### src/rtl/branch_redirect_ctrl_pkg.sv
// Shared execute-stage definitions: ALU opcodes, redirect FSM encodings and
// the predictor-update entry layout used by the redirect controller.
package branch_redirect_ctrl_pkg;

    typedef enum logic [1:0] {
        ALU_ADD = 2'd0,
        ALU_SUB = 2'd1,
        ALU_AND = 2'd2,
        ALU_OR  = 2'd3
    } alu_op_e;

    localparam int DEF_FIFO_DEPTH = 4;

    localparam logic [1:0] ST_IDLE   = 2'd0;
    localparam logic [1:0] ST_REDIR  = 2'd1;
    localparam logic [1:0] ST_SQUASH = 2'd2;

    // 65-bit queue entry, packed as {taken, pc, target}
    typedef struct packed {
        logic        taken;
        logic [31:0] pc;
        logic [31:0] target;
    } bpu_upd_t;

    function automatic bpu_upd_t make_upd(input logic taken, input logic [31:0] pc,
                                          input logic [31:0] target);
        bpu_upd_t e;
        e.taken  = taken;
        e.pc     = pc;
        e.target = target;
        return e;
    endfunction

endpackage

### src/rtl/branch_redirect_ctrl_if.sv
// Frontend redirect handshake and branch-predictor update handshake.
interface branch_redirect_ctrl_if;
    logic        redirect_valid;
    logic [31:0] redirect_pc;
    logic        redirect_ready;
    logic        bpu_upd_valid;
    logic [31:0] bpu_upd_pc;
    logic        bpu_upd_taken;
    logic [31:0] bpu_upd_target;
    logic        bpu_upd_ready;

    modport master (
        output redirect_valid, redirect_pc,
        input  redirect_ready,
        output bpu_upd_valid, bpu_upd_pc, bpu_upd_taken, bpu_upd_target,
        input  bpu_upd_ready
    );

    modport slave (
        input  redirect_valid, redirect_pc,
        output redirect_ready,
        input  bpu_upd_valid, bpu_upd_pc, bpu_upd_taken, bpu_upd_target,
        output bpu_upd_ready
    );
endinterface

### src/rtl/branch_redirect_ctrl_bpu_upd_fifo.sv
// Predictor-update queue: two write ports (port 0 lands first), one read port
// with the head entry visible combinationally while occupancy is non-zero.
module bpu_upd_fifo
    import branch_redirect_ctrl_pkg::*;
#(
    parameter int DEPTH = DEF_FIFO_DEPTH
) (
    input  logic                     clk,
    input  logic                     rst_n,
    input  logic                     we0,
    input  bpu_upd_t                 wd0,
    input  logic                     we1,
    input  bpu_upd_t                 wd1,
    input  logic                     rd_en,
    output logic                     rd_valid,
    output bpu_upd_t                 rd_data,
    output logic [$clog2(DEPTH):0]   count
);
    localparam int AW = $clog2(DEPTH);

    bpu_upd_t        mem_q [DEPTH];
    logic [AW-1:0]   wr_ptr_q, rd_ptr_q;
    logic [AW:0]     count_q;
    logic [AW-1:0]   wr1_addr;
    logic [1:0]      n_push;
    logic            pop;

    assign n_push   = {1'b0, we0} + {1'b0, we1};
    assign wr1_addr = we0 ? wr_ptr_q + AW'(1) : wr_ptr_q;
    assign rd_valid = (count_q != '0);
    assign pop      = rd_en & rd_valid;
    // Zero the data lanes when empty so idle/reset outputs are clean
    assign rd_data  = rd_valid ? mem_q[rd_ptr_q] : '0;
    assign count    = count_q;

    always_ff @(posedge clk) begin
        if (we0) mem_q[wr_ptr_q] <= wd0;
        if (we1) mem_q[wr1_addr] <= wd1;
    end

    always_ff @(posedge clk or negedge rst_n) begin
        if (!rst_n) begin
            wr_ptr_q <= '0;
            rd_ptr_q <= '0;
            count_q  <= '0;
        end else begin
            wr_ptr_q <= wr_ptr_q + AW'(n_push);
            rd_ptr_q <= rd_ptr_q + AW'(pop);
            count_q  <= count_q + (AW+1)'(n_push) - (AW+1)'(pop);
        end
    end
endmodule

### src/rtl/branch_redirect_ctrl.sv
// Two-lane branch resolution: picks the oldest flushing lane, drives the
// frontend redirect FSM, counts mispredicts and queues predictor updates.
module branch_redirect_ctrl
    import branch_redirect_ctrl_pkg::*;
#(
    parameter int FIFO_DEPTH = DEF_FIFO_DEPTH,
    parameter int CNT_W      = 32
) (
    input  logic                 clk,
    input  logic                 rst_n,
    input  logic [1:0]           ex_valid_i,
    input  logic [1:0]           ex_flush_i,
    input  logic [1:0]           ex_update_en_i,
    input  logic [1:0]           ex_taken_i,
    input  logic [1:0][31:0]     ex_pc_i,
    input  logic [1:0][31:0]     ex_target_i,
    output logic                 flush_o,
    output logic                 stall_o,
    output logic [CNT_W-1:0]     mispredict_cnt,
    branch_redirect_ctrl_if.master brc_if
);
    localparam int CW = $clog2(FIFO_DEPTH) + 1;

    logic [1:0]       state_q, state_d;
    logic [31:0]      redirect_pc_q, redirect_pc_d;
    logic [CNT_W-1:0] cnt_q, cnt_d;
    logic [CW-1:0]    occ;
    logic [1:0]       lane_flush;
    logic [1:0]       push;
    bpu_upd_t         upd_entry [2];
    bpu_upd_t         head;
    logic             sample, win0, win1;

    for (genvar gi = 0; gi < 2; gi++) begin : g_lane
        assign lane_flush[gi] = ex_valid_i[gi] & ex_flush_i[gi];
        assign upd_entry[gi]  = make_upd(ex_taken_i[gi], ex_pc_i[gi], ex_target_i[gi]);
    end

    // Stall keeps two free slots so a dual push can never overflow
    assign stall_o = (occ > CW'(FIFO_DEPTH - 2));
    assign sample  = (state_q == ST_IDLE) & ~stall_o;
    assign win0    = sample & lane_flush[0];
    assign win1    = sample & ~lane_flush[0] & lane_flush[1];
    assign push[0] = sample & ex_valid_i[0] & ex_update_en_i[0];
    assign push[1] = sample & ex_valid_i[1] & ex_update_en_i[1] & ~lane_flush[0];

    always_comb begin
        state_d       = state_q;
        redirect_pc_d = redirect_pc_q;
        cnt_d         = cnt_q;
        case (state_q)
            ST_IDLE: begin
                if (win0 | win1) begin
                    state_d       = ST_REDIR;
                    redirect_pc_d = win0 ? ex_target_i[0] : ex_target_i[1];
                    cnt_d         = cnt_q + CNT_W'(1);
                end
            end
            ST_REDIR:  if (brc_if.redirect_ready) state_d = ST_SQUASH;
            ST_SQUASH: state_d = ST_IDLE;
            default:   state_d = ST_IDLE;
        endcase
    end

    always_ff @(posedge clk or negedge rst_n) begin
        if (!rst_n) begin
            state_q       <= ST_IDLE;
            redirect_pc_q <= '0;
            cnt_q         <= '0;
        end else begin
            state_q       <= state_d;
            redirect_pc_q <= redirect_pc_d;
            cnt_q         <= cnt_d;
        end
    end

    bpu_upd_fifo #(.DEPTH(FIFO_DEPTH)) u_upd_fifo (
        .clk      (clk),
        .rst_n    (rst_n),
        .we0      (push[0]),
        .wd0      (upd_entry[0]),
        .we1      (push[1]),
        .wd1      (upd_entry[1]),
        .rd_en    (brc_if.bpu_upd_ready),
        .rd_valid (brc_if.bpu_upd_valid),
        .rd_data  (head),
        .count    (occ)
    );

    assign brc_if.redirect_valid = (state_q == ST_REDIR);
    assign brc_if.redirect_pc    = redirect_pc_q;
    assign brc_if.bpu_upd_taken  = head.taken;
    assign brc_if.bpu_upd_pc     = head.pc;
    assign brc_if.bpu_upd_target = head.target;
    assign flush_o               = (state_q != ST_IDLE);
    assign mispredict_cnt        = cnt_q;
endmodule

### src/flat_wrapper.sv
// flat-port wrapper written by rule: the top's interface ports become plain ports
module branch_redirect_ctrl_flat import branch_redirect_ctrl_pkg::*;
#(
    parameter int FIFO_DEPTH = DEF_FIFO_DEPTH,
    parameter int CNT_W      = 32
)
  (clk, rst_n, ex_valid_i, ex_flush_i, ex_update_en_i, ex_taken_i, ex_pc_i, ex_target_i, flush_o, stall_o, mispredict_cnt, brc_if_redirect_valid, brc_if_redirect_pc, brc_if_redirect_ready, brc_if_bpu_upd_valid, brc_if_bpu_upd_pc, brc_if_bpu_upd_taken, brc_if_bpu_upd_target, brc_if_bpu_upd_ready);
  branch_redirect_ctrl_if brc_if_i ();
  input  logic clk;
  input  logic rst_n;
  input  logic [1:0] ex_valid_i;
  input  logic [1:0] ex_flush_i;
  input  logic [1:0] ex_update_en_i;
  input  logic [1:0] ex_taken_i;
  input  logic [1:0][31:0] ex_pc_i;
  input  logic [1:0][31:0] ex_target_i;
  output logic flush_o;
  output logic stall_o;
  output logic [CNT_W-1:0] mispredict_cnt;
  output wire logic [$bits(brc_if_i.redirect_valid)-1:0] brc_if_redirect_valid;
  output wire logic [$bits(brc_if_i.redirect_pc)-1:0] brc_if_redirect_pc;
  input wire logic [$bits(brc_if_i.redirect_ready)-1:0] brc_if_redirect_ready;
  output wire logic [$bits(brc_if_i.bpu_upd_valid)-1:0] brc_if_bpu_upd_valid;
  output wire logic [$bits(brc_if_i.bpu_upd_pc)-1:0] brc_if_bpu_upd_pc;
  output wire logic [$bits(brc_if_i.bpu_upd_taken)-1:0] brc_if_bpu_upd_taken;
  output wire logic [$bits(brc_if_i.bpu_upd_target)-1:0] brc_if_bpu_upd_target;
  input wire logic [$bits(brc_if_i.bpu_upd_ready)-1:0] brc_if_bpu_upd_ready;
  assign brc_if_redirect_valid = brc_if_i.redirect_valid;
  assign brc_if_redirect_pc = brc_if_i.redirect_pc;
  assign brc_if_i.redirect_ready = brc_if_redirect_ready;
  assign brc_if_bpu_upd_valid = brc_if_i.bpu_upd_valid;
  assign brc_if_bpu_upd_pc = brc_if_i.bpu_upd_pc;
  assign brc_if_bpu_upd_taken = brc_if_i.bpu_upd_taken;
  assign brc_if_bpu_upd_target = brc_if_i.bpu_upd_target;
  assign brc_if_i.bpu_upd_ready = brc_if_bpu_upd_ready;
  branch_redirect_ctrl #(.FIFO_DEPTH(FIFO_DEPTH), .CNT_W(CNT_W)) u_core (.clk(clk), .rst_n(rst_n), .ex_valid_i(ex_valid_i), .ex_flush_i(ex_flush_i), .ex_update_en_i(ex_update_en_i), .ex_taken_i(ex_taken_i), .ex_pc_i(ex_pc_i), .ex_target_i(ex_target_i), .flush_o(flush_o), .stall_o(stall_o), .mispredict_cnt(mispredict_cnt), .brc_if(brc_if_i));
endmodule
### config.mk
export PLATFORM = sky130hd
export DESIGN_NAME = branch_redirect_ctrl_flat
export DESIGN_NICKNAME = d
export VERILOG_FILES = /design/src/rtl/branch_redirect_ctrl_pkg.sv /design/src/rtl/branch_redirect_ctrl_if.sv /design/src/rtl/branch_redirect_ctrl_bpu_upd_fifo.sv /design/src/rtl/branch_redirect_ctrl.sv /design/src/flat_wrapper.sv
export SDC_FILE = /design/constraint.sdc
export NUM_CORES = 1
export LEC_CHECK = 0
export CORE_UTILIZATION = 58
export DETAILED_ROUTE_END_ITERATION = 16
export GPL_TIMING_DRIVEN = 0
export PLACE_DENSITY = 0.83
export SYNTH_ARGS = -nofsm -noshare
export SYNTH_HDL_FRONTEND = slang
export SYNTH_HIERARCHICAL = 1
export SYNTH_SLANG_ARGS = --single-unit
export TNS_END_PERCENT = 5
### constraint.sdc
create_clock -name clk -period 8.8 [get_ports clk]
set_input_delay 1.76 -clock clk [delete_from_list [all_inputs] [get_ports clk]]
set_output_delay 1.76 -clock clk [all_outputs]
set_load 0.05 [all_outputs]
==> key figures, run 1 <==
Status
  • Outcome: finished, final reports clean

Finish
  • Share of layout cells above drive strength 1: 27.6%
  • Most common cell after layout, fill and taps aside: clkdlybuf4s50_1
  • Fill cell count: 1726
  • Most frequent cells in the layout: 271 x clkdlybuf4s50_1, 260 x edfxtp_1, 171 x mux2_2
  • Post-Layout Cell Count: 1769
  • Multi-input gate area: 6710 um2
  • NumNets Final: 1514
  • Total area of sequential cells: 9630 um2
  • Area grow syn2layout: 26.8%

Timing
  • Min setup slack post-route: 3400 ps
  • Fin Setup TNS: 0 ps
  • Fmax: 0.185 GHz
  • RSZ-0062 raised after global routing: no
  • Final Max Slew Viols: 0
  • Fin crit period: 5400 ps
  • Tcrit/Tclk final: 61.3%
  • Final setup vio count: 0
  • Slew HR: 31.2%
  • Worst-Margin Slew: 1030 ps
  • Endpoints failing hold: 0
  • Worst Clk Skew: 18.4 ps

Critical path
  • Crit Path Max Fanout: 52
  • CP startpoint kind: input pin
  • WP data arrival: 5570 ps
  • Slowest CP cell: buf_1
  • CP top delay family: buffers and inverters
  • Critical path endpoint category: flop
  • Reg2reg path depth: 9
  • CP bufs+invs: 5
  • Worst EP required: 8970 ps
  • Critical path depth: 11
  • CP max stage delay: 710 ps
  • CP Class: in2reg
  • Crit-path cells: clkdlybuf4s50_1, nand2_1, buf_1, nand3_1, nor2_1, nand2_1, o31ai_2, buf_4, buf_4, a21o_4, buf_16

Routing
  • WL per Instance: 23.4 um
  • Wl on met1: 16900 um
  • Detailed Routing Iterations Pass 1: 7
  • Post-route ant nets: 0
  • Drt drc: 0
  • Final WL: 41400 um
  • Detail-routed via count per cell: 5.90
  • First-iteration detailed-routing DRC count: 783
  • Max Used Layer: met5
  • DR WL met3: 2690 um
  • Via count: 10.4k
  • Met2 Routed Length: 20500 um

Die
  • Total core area: 28100 um2
  • Initial Util: 59.6%
  • Die Area: 29600 um2
  • Ports: 273
  • Rows: 61
  • Die Ht: 172 um
  • Die W: 172 um

Synth
  • Post-synthesis xor/xnor area fraction: 1.99%
  • #FFs+latches synth: 333
  • Post-synth EDFFs: 260
  • Top FF cell, synth: edfxtp_1
  • Syn nets: 1199
  • Post-synthesis mux area share: 29.0%
  • Distinct cells, synth: 45
  • Largest area contributor in the netlist: edfxtp_1
  • Synth Area in Compound Gates: 1.66%
  • Avg Cell Area, Syn: 16.0 um2
  • Async SR Flop Fraction: 21.9%
  • Largest cells by area after synthesis: edfxtp_1 47%, mux2_2 11%, dfrtp_1 11%, mux4_2 8.7%, mux2_4 3.5%
  • Synth top area share: 46.6%
  • Largest family of logic cells by synthesized area: multiplexers
  • Synth warn: 6
  • Synth Area in Simple Gates: 6.42%
  • Syn Inst Count: 1049
  • Cell area after synthesis: 16800 um2
  • Sequential share of the synthesized area: 57.5%
  • Adder-cell share of the synthesized area: 0.792%

Clock network
  • CTS Root Cell: clkbuf_16
  • Clock transition at path regs: 60 ps
  • CTS tree: built
  • Cts repair resizes: 0
  • Num CTS Buffers: 36
  • Setup repair bufs after CTS: 0
  • # hold bufs at CTS: 0
  • Clk sinks: 333
  • Clock latency on the worst-skew pair: 520 ps
  • Max Root-Sink Buffers: 3
  • H-Tree Depth: 2

Pwr
  • Worst vdd ir: 250 uV
  • Total Power: 6.62 mW
  • Leakage: 7.92 nW
  • Power per cell area: 312 nW/um2

Hold path
  • HP Class: reg2reg
  • Hold Path Cell Cnt: 2

GRT
  • Grt ovf: 0
  • Antenna violations before repair: 3
  • First-pass GRT wire length: 62800 um
  • GRT Total Usage: 28.5%
  • Number of global-route vias before repair: 11.0k
  • Largest net degree at the start of global routing: 68

Place
  • Placed cell count: 1704
  • PortBufs: 272
  • Setup WS pre-CTS: 2900 ps
  • DPL Wire Length: 27000 um
  • GP Congestion: 0.872

Job
  • Max cap viols: 0
sequential cells by signal, indices dropped and copies added (netlist names):
| signal | count |
|---|---|
| u_core/u_upd_fifo/mem_q | 260 |
| u_core/brc_if.redirect_pc | 32 |
| u_core/mispredict_cnt | 32 |
| u_core/u_upd_fifo/count | 3 |
| u_core/state_q | 2 |
| u_core/u_upd_fifo/rd_ptr_q | 2 |
| u_core/u_upd_fifo/wr_ptr_q | 2 |
final timing paths:
kind                                         startpoint                        endpoint  slack, ps
hold / removal             u_core/brc_if.redirect_pc[1]    u_core/brc_if.redirect_pc[1]        480
setup reg to reg             u_core/u_upd_fifo/count[0]  u_core/u_upd_fifo/mem_q[1][29]       5170
hold reg to reg            u_core/brc_if.redirect_pc[1]    u_core/brc_if.redirect_pc[1]        480
setup / recovery                          ex_valid_i[0]  u_core/u_upd_fifo/mem_q[2][38]       3400
max in group asynchronous                         rst_n   u_core/brc_if.redirect_pc[26]       7160
min in group asynchronous                         rst_n    u_core/brc_if.redirect_pc[8]       1070
metal layers:
layer / up-vias / global-route usage (%)
li1: 4684 / -
met1: 5261 / 37.7
met5: - / 0
met4: 2 / 10.1
met3: 82 / 5.36
met2: 406 / 47.2
cell usage after synthesis, types with 9 or more instances:
master	instances
o21ai_0	33
clkbuf_1	22
edfxtp_1	260
mux4_2	65
dfrtp_1	73
mux2i_1	32
mux2_1	50
and2_1	67
xnor2_1	16
nor3_1	11
buf_4	12
buf_6	13
nand2_1	56
mux2_2	171
xor2_1	22
mux2_4	39
nand3_1	12
ha_1	9
buf_2	13
tightest hold or removal path: stages, from the launching register on:
cell	delay [ps]
dfrtp_1	340
nand2_1	50
o21ai_0	60
where the power goes:
part           leakage (nW)  internal (mW)  switching (mW)
registers              3.29           1.95           0.105
logic                  4.07           1.18            1.93
clock network         0.558          0.855           0.599
total                  7.92           3.98            2.63
metrics by stage:
step	area (um2)	util [%]	hold WS (ps)
finish	21200	75.6	479
global route	21200	75.6	503
CTS	21200	75.6	483
detailed placement	20100	71.6	470
global placement	19900	71.0	462
floorplan	16800	-	589
final cells by class:
cell class | instances | share of cell area [%]
Tap cell | 378 | 2.23
Clock inverter | 14 | 0.548
Timing Repair Buffer | 277 | 13.5
Sequential cell | 333 | 45.4
Inverter | 9 | 0.159
Clock buffer | 50 | 4.73
Buffer | 66 | 1.91
Multi-Input combinational cell | 641 | 31.6
Antenna cell | 1 | 0.0118
cell families after synthesis:
family	count (synthesis)
adder cells (fa/ha/maj)	10
buffers and inverters	75
multiplexers	357
AND/OR/NAND/NOR	192
XOR/XNOR	38
flip-flops	333
AO/OA/AOI/OAI	44
Power figures use the tool's default switching activity.
==> run 2: changes to the inputs <==
--- a/config.mk
+++ b/config.mk
@@ -5,10 +5,10 @@
 export SDC_FILE = /design/constraint.sdc
 export NUM_CORES = 1
 export LEC_CHECK = 0
-export CORE_UTILIZATION = 58
+export CORE_UTILIZATION = 54
 export DETAILED_ROUTE_END_ITERATION = 16
 export GPL_TIMING_DRIVEN = 0
-export PLACE_DENSITY = 0.83
+export PLACE_DENSITY = 0.78
 export SYNTH_ARGS = -nofsm -noshare
 export SYNTH_HDL_FRONTEND = slang
 export SYNTH_HIERARCHICAL = 1
==> constraint.sdc (replaced) <==
create_clock -name clk -period 5 [get_ports clk]
set_input_delay 1 -clock clk [delete_from_list [all_inputs] [get_ports clk]]
set_output_delay 1 -clock clk [all_outputs]
set_load 0.05 [all_outputs]
==> run 2 against run 1 <==
  * Count of clock-buffer cells in the layout decreased by 7
  * Clock power increased by 100%
  * First-iteration DRC count decreased by 7.2%
  * Non-clock buffer count unchanged
  * Wire length increased by 0.62%
  * Clock skew decreased by 4.5 ps
  * Sequential cell count unchanged
  * Die area increased by 7.3%
  * Critical path type unchanged
  * Largest power group unchanged
  * Highest routed layer unchanged
==> key figures, run 2 (synthesis results as in run 1) <==
Status
  • Outcome: finished, final reports clean

Die
  • Ports: 273 (unchanged)
  • Initial Util: 54.8% (-4.9 points)
  • Die Area: 31700 um2 (+7.3%)
  • Rows: 64 (+4.9%)
  • Die W: 178 um (+3.6%)
  • Total core area: 30600 um2 (+8.9%)
  • Die Ht: 178 um (+3.6%)

Place
  • PortBufs: 272 (unchanged)
  • Placed cell count: 1722 (+1.1%)
  • GP Congestion: 0.852 (-2.3%)
  • DPL Wire Length: 27500 um (+2.0%)

Finish
  • NumNets Final: 1515 (+0.066%)
  • Post-Layout Cell Count: 1788 (+1.1%)
  • Biggest register: u_core/u_upd_fifo/mem_q
  • Most common cell after layout, fill and taps aside: clkdlybuf4s50_1
  • Most frequent cells in the layout: 271 x clkdlybuf4s50_1, 260 x edfxtp_1, 171 x mux2_2
  • Core Util, Final: 70.1% (-5.5 points)
  • Area grow syn2layout: 28.0%
  • Share of layout cells above drive strength 1: 28.1% (+0.48 points)
  • Fill cell count: 2086 (+21%)
  • Largest register FFs: 260 (unchanged)

GRT
  • Top Usage Layer GRT: met2
  • Antenna violations before repair: 1 (-2)
  • Met2 usage: 44.1% (-3.1 points)
  • First-pass GRT wire length: 62100 um (-1.2%)
  • Met1 usage: 34.6% (-3.1 points)
  • Largest net degree at the start of global routing: 67 (-1.5%)
  • M3 GR Usage: 4.77% (-0.58 points)
  • Number of global-route vias before repair: 10.8k (-1.2%)
  • GRT Total Usage: 26.3% (-2.2 points)
  • Grt ovf: 0 (unchanged)

Critical path
  • Crit-path cells: clkdlybuf4s50_1, nand2_1, buf_1, nand3_1, nor2_1, nand2_1, o31ai_2, buf_4, buf_4, a21o_4, buf_16
  • Reg-to-reg endpoint: u_core/u_upd_fifo/mem_q[2][41]
  • CP max stage delay: 670 ps (-40 ps)
  • Crit Path Max Fanout: 39 (-25%)
  • R2R Setup Slk: 1350 ps (-3820 ps)
  • Worst EP required: 5180 ps (-3790 ps)
  • Slowest CP cell: buf_1
  • CP startpoint kind: input pin
  • WP data arrival: 4920 ps (-650 ps)
  • CP Class: in2reg
  • Reg2reg path depth: 9 (unchanged)
  • Worst reg2reg path startpoint: u_core/u_upd_fifo/count[0]
  • Critical path endpoint category: flop

Clock network
  • CTS Root Cell: clkbuf_16
  • H-Tree Depth: 2 (unchanged)
  • Max Root-Sink Buffers: 3 (unchanged)
  • CTS tree: built
  • Setup repair bufs after CTS: 0 (unchanged)
  • Clk sinks: 333 (unchanged)
  • # hold bufs at CTS: 0 (unchanged)
  • Clock transition at path regs: 60 ps (about the same)
  • Cts repair resizes: 0 (unchanged)
  • Num CTS Buffers: 37 (+2.8%)
  • Clock latency on the worst-skew pair: 510 ps (about the same)

Timing
  • RSZ-0062 raised after global routing: no
  • Fin crit period: 4740 ps
  • Final Max Slew Viols: 0 (unchanged)
  • Final setup vio count: 0 (unchanged)
  • Tcrit/Tclk final: 94.8%
  • Worst-Margin Slew: 1040 ps (+3.88 ps)
  • Slew HR: 30.0% (-1.2 points)
  • Worst Clk Skew: 13.9 ps (-4.54 ps)
  • Endpoints failing hold: 0 (unchanged)
  • Fmax: 0.211 GHz

Routing
  • Detailed Routing Iterations Pass 1: 5 (-2)
  • Final WL: 41600 um (+0.62%)
  • WL per Instance: 23.3 um (-0.45%)
  • Post-route ant nets: 0 (unchanged)
  • Via count: 10.4k (-0.029%)
  • Drt drc: 0 (unchanged)
  • First-iteration detailed-routing DRC count: 727 (-7.2%)
  • Detail-routed via count per cell: 5.83 (-1.1%)

Hold path
  • HP Class: in2async

Pwr
  • Worst vdd ir: 365 uV (+46%)
  • Total Power: 12.0 mW (+81%)
  • Power per cell area: 559 nW/um2 (+79%)
  • Leakage: 8.00 nW (+0.97%)

Job
  • Max cap viols: 0 (unchanged)
run 2: changes by cell type in the layout (fill, tap and decap cells not counted), moves of 3 or more:
cell / previous run / this run
clkbuf_1: 32 / 25
bufinv_16: 2 / 8
clkinv_2: 9 / 6
clkinvlp_4: 0 / 3
run 2: per-layer routing:
layer  routed length (um)  vias to the layer above  share of wire (%)
met5                   13                        -              0.031
met4                 1110                        2                2.7
met3                 2620                       75                6.3
met2                20900                      395                 50
met1                16900                     5278                 41
li1                     -                     4682                  -
run 2: cell type report:
cell class,count,area (um2),area share [%]
Sequential cell,333,9630,44.9
Multi-Input combinational cell,641,6710,31.3
Timing Repair Buffer,277,2860,13.3
Clock buffer,43,990,4.62
Tap cell,396,495,2.31
Buffer,66,407,1.90
Clock inverter,22,317,1.48
Inverter,9,33.8,0.158
Antenna cell,1,2.50,0.0117
run 2: worst max path at each step:
stage | startpoint | slack (ps) | to
after global routing | ex_valid_i[0] | 40 | u_core/u_upd_fifo/mem_q[2][16]
after CTS | ex_valid_i[0] | 300 | u_core/u_upd_fifo/mem_q[2][17]
after detailed placement | ex_valid_i[0] | -230 | u_core/u_upd_fifo/mem_q[2][38]
final | ex_valid_i[0] | 260 | u_core/u_upd_fifo/mem_q[2][41]
after global placement | ex_valid_i[0] | -2020 | u_core/u_upd_fifo/mem_q[2][38]
after floorplan | ex_valid_i[0] | 500 | u_core/u_upd_fifo/mem_q[2][0]
run 2: metrics by stage:
step | TNS (ps) | area [um2] | hold slack (ps) | setup WS [ps]
floorplan | 0 | 16800 | 589 | 501
global placement | -481450 | 20000 | 459 | -2020
detailed placement | -14320 | 20100 | 469 | -231
CTS | 0 | 21400 | 307 | 296
global route | 0 | 21400 | 313 | 36.1
finish | 0 | 21400 | 320 | 259
run 2: worst max-delay path: cells and delay by family:
kind	cells	cell delay [ps]
buffers and inverters	5	2030
and+or+nand+nor	4	1060
AOI/OAI and AO/OA	2	800
run 2: power by group:
part | total, mW | internal (mW) | switching (mW)
sequential | 3.61 | 3.43 | 0.187
combinational | 5.47 | 2.08 | 3.39
clock | 2.90 | 1.83 | 1.07
total | 12.0 | 7.33 | 4.65
==> run 3: changes to the inputs <==
--- a/config.mk
+++ b/config.mk
@@ -8,6 +8,7 @@
 export CORE_UTILIZATION = 54
 export DETAILED_ROUTE_END_ITERATION = 16
 export GPL_TIMING_DRIVEN = 0
+export HOLD_SLACK_MARGIN = 0.02
 export PLACE_DENSITY = 0.78
 export SYNTH_ARGS = -nofsm -noshare
 export SYNTH_HDL_FRONTEND = slang
==> results of run 3 <==
No change in the layout: final DEF, timing and power equal those of run 2.
